$ cat config.mk
export PLATFORM = sky130hd
export DESIGN_NAME = vote_logger
export DESIGN_NICKNAME = d
export VERILOG_FILES = /design/src/rtl/vote_logger.sv
export SDC_FILE = /design/constraint.sdc
export NUM_CORES = 1
export LEC_CHECK = 0
export BUFFER_PORTS_ARGS = -buffer_cell sky130_fd_sc_hd__buf_2
export CAP_MARGIN = 5
export CORE_MARGIN = 5
export CORE_UTILIZATION = 59
export DETAILED_ROUTE_END_ITERATION = 7
export GPL_TIMING_DRIVEN = 0
export HOLD_SLACK_MARGIN = 0.1
export PLACE_DENSITY = 0.81
export SLEW_MARGIN = 0
export SYNTH_ARGS = -nofsm -noshare
export SYNTH_HDL_FRONTEND = slang
export SYNTH_SLANG_ARGS = --single-unit
$ cat constraint.sdc
create_clock -name clock -period 3.35 [get_ports clock]
set_input_delay 0.335 -clock clock [delete_from_list [all_inputs] [get_ports clock]]
set_output_delay 0.335 -clock clock [all_outputs]
set_load 0.01 [all_outputs]
$ cat src/rtl/vote_logger.sv
// ============================================================================
// Module   : vote_logger
// Purpose  : Voting front end that turns candidate button levels into vote
//            pulses and saturating per-candidate tallies.
// Revision : 1.0 - initial release
// ============================================================================
`default_nettype none

module vote_logger #(
  parameter int LOCKOUT_CYCLES = 100,
  parameter int COUNT_W        = 8
) (
  input  logic               clock,
  input  logic               reset,
  input  logic               mode,
  input  logic               candidate1_button_pressed_level,
  input  logic               candidate2_button_pressed_level,
  input  logic               candidate3_button_pressed_level,
  input  logic               candidate4_button_pressed_level,
  output logic               valid_vote_casted,
  output logic               invalid_vote,
  output logic [COUNT_W-1:0] candidate1_vote,
  output logic [COUNT_W-1:0] candidate2_vote,
  output logic [COUNT_W-1:0] candidate3_vote,
  output logic [COUNT_W-1:0] candidate4_vote,
  output logic [9:0]         total_votes,
  output logic               busy
);

  localparam logic [1:0] IDLE         = 2'd0;
  localparam logic [1:0] LOCKOUT      = 2'd1;
  localparam logic [1:0] WAIT_RELEASE = 2'd2;

  localparam int CNT_W = (LOCKOUT_CYCLES > 1) ? $clog2(LOCKOUT_CYCLES) : 1;
  localparam logic [CNT_W-1:0]   LOCK_LOAD = CNT_W'(LOCKOUT_CYCLES - 1);
  localparam logic [COUNT_W-1:0] TALLY_MAX = '1;
  localparam logic [9:0]         TOTAL_MAX = '1;

  logic [3:0]         level;
  logic [3:0]         btn_q;
  logic [3:0]         rise;
  logic [2:0]         level_count;
  logic [1:0]         state;
  logic [1:0]         state_next;
  logic [CNT_W-1:0]   lock_cnt;
  logic [CNT_W-1:0]   lock_cnt_next;
  logic               accept;
  logic               reject;
  logic [COUNT_W-1:0] tally [4];

  assign level = {candidate4_button_pressed_level,
                  candidate3_button_pressed_level,
                  candidate2_button_pressed_level,
                  candidate1_button_pressed_level};

  assign rise = level & ~btn_q;

  assign level_count = {2'b00, level[0]} + {2'b00, level[1]}
                     + {2'b00, level[2]} + {2'b00, level[3]};

  // A rise implies at least one level is high, so one high level means the
  // rising button is the only one pressed.
  always_comb begin
    state_next    = state;
    lock_cnt_next = lock_cnt;
    accept        = 1'b0;
    reject        = 1'b0;
    case (state)
      IDLE: begin
        if (mode) begin
          if (|level) state_next = WAIT_RELEASE;
        end else if (|rise) begin
          if (level_count == 3'd1) begin
            accept        = 1'b1;
            lock_cnt_next = LOCK_LOAD;
            state_next    = LOCKOUT;
          end else begin
            reject     = 1'b1;
            state_next = WAIT_RELEASE;
          end
        end
      end
      LOCKOUT: begin
        if (lock_cnt == '0) state_next = WAIT_RELEASE;
        else                lock_cnt_next = lock_cnt - 1'b1;
      end
      WAIT_RELEASE: begin
        if (level == 4'b0000) state_next = IDLE;
      end
      default: state_next = WAIT_RELEASE;
    endcase
  end

  always_ff @(posedge clock or posedge reset) begin
    if (reset) begin
      state             <= WAIT_RELEASE;
      lock_cnt          <= '0;
      btn_q             <= 4'b0000;
      valid_vote_casted <= 1'b0;
      invalid_vote      <= 1'b0;
      busy              <= 1'b1;
      total_votes       <= '0;
    end else begin
      state             <= state_next;
      lock_cnt          <= lock_cnt_next;
      btn_q             <= level;
      valid_vote_casted <= accept;
      invalid_vote      <= reject;
      busy              <= (state_next != IDLE);
      if (accept && (total_votes != TOTAL_MAX))
        total_votes <= total_votes + 1'b1;
    end
  end

  always_ff @(posedge clock or posedge reset) begin
    if (reset) begin
      for (int i = 0; i < 4; i++) tally[i] <= '0;
    end else begin
      for (int i = 0; i < 4; i++)
        if (accept && level[i] && (tally[i] != TALLY_MAX))
          tally[i] <= tally[i] + 1'b1;
    end
  end

  assign candidate1_vote = tally[0];
  assign candidate2_vote = tally[1];
  assign candidate3_vote = tally[2];
  assign candidate4_vote = tally[3];

endmodule

`default_nettype wire

======== Word level (Yosys, flattened, before mapping) ========
Cells that the tools add are included.
cells by class
  mux-type cells .......................... 20
  reductions and logical operators ........ 17
  add/subtract/negate cells ............... 9
  equal/unequal tests ..................... 12
  bitwise gates (word level) .............. 2
operators by type and width
  cell                                                                    number
  8-bit by 1-bit adder with 8-bit output (second input constant)          4
  8-bit inequality test (second input constant)                           4
  7-bit 2-to-1 mux                                                        4
  7-bit one-hot mux with 2 select lines                                   1
  2-bit 2-to-1 mux                                                        6
  10-bit by 1-bit adder with 10-bit output (second input constant)        1
  10-bit inequality test (second input constant)                          1
  1-bit logical AND                                                       9
  1-bit 2-to-1 mux                                                        8
  2-bit inequality test (second input constant)                           4
  4-bit OR reduction                                                      2
  7-bit logical NOT                                                       1
  7-bit by 1-bit subtractor with 7-bit output (second input constant)     1
  2-bit one-hot mux with 3 select lines                                   1
  5-bit AND reduction                                                     1
  4-bit bitwise AND                                                       1
  4-bit logical NOT                                                       1
  4-bit NOT                                                               1
  2-bit nonzero test                                                      2
  2-bit by 1-bit adder with 3-bit output                                  1
  3-bit by 1-bit adder with 3-bit output                                  1
  3-bit by 1-bit equality test with 1-bit output (second input constant)  1
  1-bit by 1-bit adder with 2-bit output                                  1
  2-bit by 1-bit equality test with 1-bit output (second input constant)  1
  other kinds (2)                                                         2
storage, ports and cells
  register bits after elaboration ......... 58
  output and inout port bits .............. 45
  logic and storage cells ................. 71
  input bits .............................. 7

======== Depth between registers and ports, before layout ========
  word-level depth ........................ 10
  gate-level depth with buffers ........... 13
  gate-level depth less buffers ........... 11

======== Worst setup path before layout ========
OpenSTA, ideal clock, no wires.
  kind .................................... input to register
  start point ............................. input candidate2_button_pressed_level
  end point ............................... register tally, in the netlist candidate3_vote[7]
  data arrival time ....................... 2.732 ns
  path slack .............................. 0.538 ns
  data required time ...................... 3.271 ns
  stages on the path ...................... 12
  buffers on the path ..................... 2
  path through ............................ buf_2 > inv_1 > fa_1 > inv_1 > ha_1 > ha_1 > nor3b_1 > nand2_1 > or3_1 > buf_2 > nor4_1 > xor2_1
on the way
  longest elaborated chain between the ends .. 10
RTL lines
  element                                         RTL line  RTL
  from (decl)                                     17        input logic candidate2_button_pressed_level,
  1-bit by 1-bit adder with 2-bit output          58        assign level_count = {2'b00, level[0]} + {2'b00, level[1]}
  2-bit by 1-bit adder with 3-bit output          59        + {2'b00, level[2]} + {2'b00, level[3]};
  3-bit by 1-bit adder with 3-bit output          59
  3-bit by 1-bit equality test with 1-bit output  73        if (level_count == 3'd1) begin
  1-bit 2-to-1 mux                                73
  1-bit 2-to-1 mux (*)                            72        end else if (|rise) begin
  1-bit 2-to-1 mux (*)                            70        if (mode) begin
  1-bit 2-to-1 mux (*)                            68        case (state)
  1-bit logical AND (*) (2 in series)             120       if (accept && level[i] && (tally[i] != TALLY_MAX))
  to (signal, indexed assignment)                 121       tally[i] <= tally[i] + 1'b1;
  to (decl)                                       49        logic [COUNT_W-1:0] tally [4];
Mark *: on every way between the ends. The rest lies on a longest branch, timed or not.
A chain may end at the register's enable or synchronous reset.

======== Final worst setup path ========
Ends and elaborated chain as after synthesis.

==> results.json <==
{
  "synth_edf_count": 0,
  "netlist.area_leader.share_pct": 51.59,
  "fin_area_sq_um": 3274,
  "cap_violations": 0,
  "syn-cell-area_sq_um": 2716,
  "final_common_cell": "dfrtp_1",
  "htree_levels": 3,
  "synth_cell_types": 38,
  "relSlewSlack_pct": 45.71,
  "worst_clock_skew_ns": 0.007184,
  "slew_violations": 0,
  "wire_per_inst_um": 14.47,
  "dr.pass1.iters": 4,
  "yosys_warnings": 0,
  "initial_core_util_pct": 61.54,
  "netlist_instances": 246,
  "tns_ns": 0,
  "yosysSeqAreaShare_pct": 53.52,
  "num_vias": 2029,
  "power.share.sequential_pct": 49.0,
  "numPortBuffers": 51,
  "via_per_inst": 5.529,
  "die_w_um": 77.85,
  "setup_viol": 0,
  "grt_pass1_wl_um": 9480,
  "ctsRootBufferMaster": "clkbuf_8",
  "tritoncts": "yes",
  "cp-end-kind": "register",
  "cts_buffers": 9,
  "place.gp.congestion": 0.7866,
  "leakagePower_nw": 1.662,
  "outcome": "finished, final reports clean",
  "r2r_setup_slack_ns": 1.27,
  "die_h_um": 77.85,
  "finalHoldViolCount": 0,
  "pwr-share-comb_pct": 14.1,
  "syn_to_final_growth_pct": 20.54,
  "synthesis.area_per_instance_sq_um": 11.04,
  "dr.first_iter.drc_count": 42,
  "path_clk_slew_ns": 0.06,
  "power_density_nw_per_um2": 541.9,
  "critPathMaxFanout": 9,
  "multiInputGateArea_sq_um": 1194,
  "clkSinkCount": 58,
  "antenna_found_initial": 0,
  "mostFrequentLayoutCells": "dfrtp_1, buf_2, xnor2_1",
  "grt_pass1_vias": 2056,
  "fin_nets": 327,
  "worstSkewPairLatency_ns": 0.33,
  "cts_max_path_buffers": 2,
  "synth_area_leader_cell": "dfrtp_1",
  "final.period_utilization_pct": 90.85,
  "clock.fmax_ghz": 0.3286,
  "hp-class": "in2reg",
  "fp-row-count": 24,
  "num_antenna_cells": 0,
  "critical_path_class": "in2reg",
  "cp_data_arrival_time_ns": 3.29,
  "drive_gt1_share_pct": 27.30,
  "seq_area_sq_um": 1454,
  "grt-ovfl-total": 0,
  "n_fill_cell": 316,
  "intPower_mw": 1.298,
  "cts_setup_buffers": 0,
  "ys_ff_latch": 58,
  "placed_area_sq_um": 3057,
  "p_sw_mw": 0.4761,
  "period_needed_ns": 3.043,
  "critPathRequiredTime_ns": 3.60,
  "post-dp-hpwl_um": 3776,
  "min_path_cells": 1,
  "utilization_pct": 74.18,
  "grt_max_degree": 41,
  "yosys-top-cells-area": "dfrtp_1, xnor2_1, ha_1",
  "start_kind": "primary input",
  "clockPowerShare_pct": 36.9,
  "switching_share_pct": 26.83,
  "async_flop_share_pct": 100.0,
  "max-vdd-ir-drop_uv": 284.0,
  "rsz0062_at_grt": "no",
  "drtAntennaViolNets": 0,
  "synth_nets": 263,
  "grt_usage_pct": 19.49,
  "finalPower_mw": 1.774,
  "synth_ff_type": "dfrtp_1",
  "core_area_sq_um": 4414,
  "die_area_sq_um": 6061,
  "boundaryPins": 52,
  "rr_worst_depth": 4,
  "drt-total-wl_um": 5310,
  "worst_pin_slew_ns": 0.8081,
  "drc": 0
}
-- synthesized netlist by cell type, types with 2 or more instances --
| cell | n |
|---|---|
| o21ai_0 | 2 |
| ha_1 | 9 |
| a21oi_1 | 6 |
| and3_1 | 8 |
| a31oi_1 | 2 |
| xnor2_1 | 24 |
| dfstp_2 | 2 |
| nand4_1 | 14 |
| xor2_1 | 12 |
| or2_1 | 2 |
| nand2b_1 | 2 |
| and4_1 | 2 |
| nor3_2 | 2 |
| nor4_1 | 2 |
| nor3_1 | 11 |
| dfrtp_1 | 56 |
| nor2_1 | 18 |
| nor2b_1 | 4 |
| nand2_1 | 20 |
| mux2_2 | 5 |
| inv_1 | 12 |
| nand3_1 | 14 |
| buf_2 | 2 |
-- registers in the layout (all words and copies together), names as in the netlist --
| name | cells |
|---|---|
| state | 2 |
| btn_q | 4 |
| busy | 1 |
| candidate1_vote | 8 |
| lock_cnt | 7 |
| candidate3_vote | 8 |
| invalid_vote | 1 |
| candidate2_vote | 8 |
| valid_vote_casted | 1 |
| candidate4_vote | 8 |
| total_votes | 10 |
-- logic make-up (layout without fill, tap and decap cells) --
family                     Yosys count  count (layout)  synth area share, %
AOI/OAI and AO/OA                   15              15                4.376
xor gates and xnor gates            36              36                11.61
adders and majority gates           10              10                4.883
buffers and inverters               16              85                2.534
DFF                                 58              58                53.52
muxes                                6               6                2.487
and+or+nand+nor                    105             105                20.59
-- per-layer routing --
layer | GRT usage (%) | vias up | part of all wire [%]
met1 | 24.23 | 986 | 43
met2 | 31.39 | 50 | 49
met4 | 7.560 | 0 | 1.3
met5 | 0 | - | 0
li1 | - | 985 | -
met3 | 6.481 | 8 | 7.1
-- critical path, cell delays in order --
cell	delay, ns
buf_2	0.09
buf_2	0.18
inv_1	0.10
fa_1	0.53
inv_1	0.05
ha_1	0.17
ha_1	0.29
nor3b_1	0.40
nand2_1	0.12
or3_1	0.32
buf_2	0.17
nor4_1	0.33
xor2_1	0.20
-- layout make-up --
cell class	count	share of cell area [%]
Clock inverter	2	1.070
Sequential cell	58	44.40
Timing Repair Buffer	53	8.712
Tap cell	52	1.987
Clock buffer	14	5.273
Buffer	3	0.5350
Multi-Input combinational cell	172	36.45
Inverter	13	1.567
-- timing repair --
action	CTS	global route
hold buffers	1	0
hold endpoints to repair	17	0
resized for setup	0	0
setup endpoints to repair	0	0
-- power groups by stage --
stage          logic, mW  registers [mW]  clock network (mW)
6_report           0.250           0.869               0.655
5_1_grt            0.292           0.885               0.715
4_1_cts            0.256           0.868               0.678
3_5_place_dp       0.252           0.878                   0
3_3_place_gp       0.237           0.877                   0
2_1_floorplan      0.142           0.886                   0
-- path summary, 6_finish.rpt --
check                                                startpoint                        endpoint
worst max-delay path            candidate2_button_pressed_level  candidate3_vote[7]$_DFFE_PP0P_
worst min-delay path            candidate2_button_pressed_level              btn_q[1]$_DFF_PP0_
worst max register to register               state[0]$_DFF_PP0_      total_votes[1]$_DFFE_PP0P_
worst min register to register   candidate1_vote[5]$_DFFE_PP0P_  candidate1_vote[5]$_DFFE_PP0P_
max in group asynchronous                                 reset              state[1]$_DFF_PP1_
min in group asynchronous                                 reset      total_votes[1]$_DFFE_PP0P_
-- through the flow --
step | cells | hold slack (ns) | worst slack (ns)
6_report | 367 | 0.1354 | 0.3066
5_1_grt | 367 | 0.1174 | 0.09610
4_1_cts | 367 | 0.1130 | 0.3063
3_5_place_dp | 350 | 0.3568 | -0.002777
3_3_place_gp | 349 | 0.4676 | 0.1125
2_1_floorplan | 246 | 0.3664 | 0.5383
(Power assumes the default switching activity.)
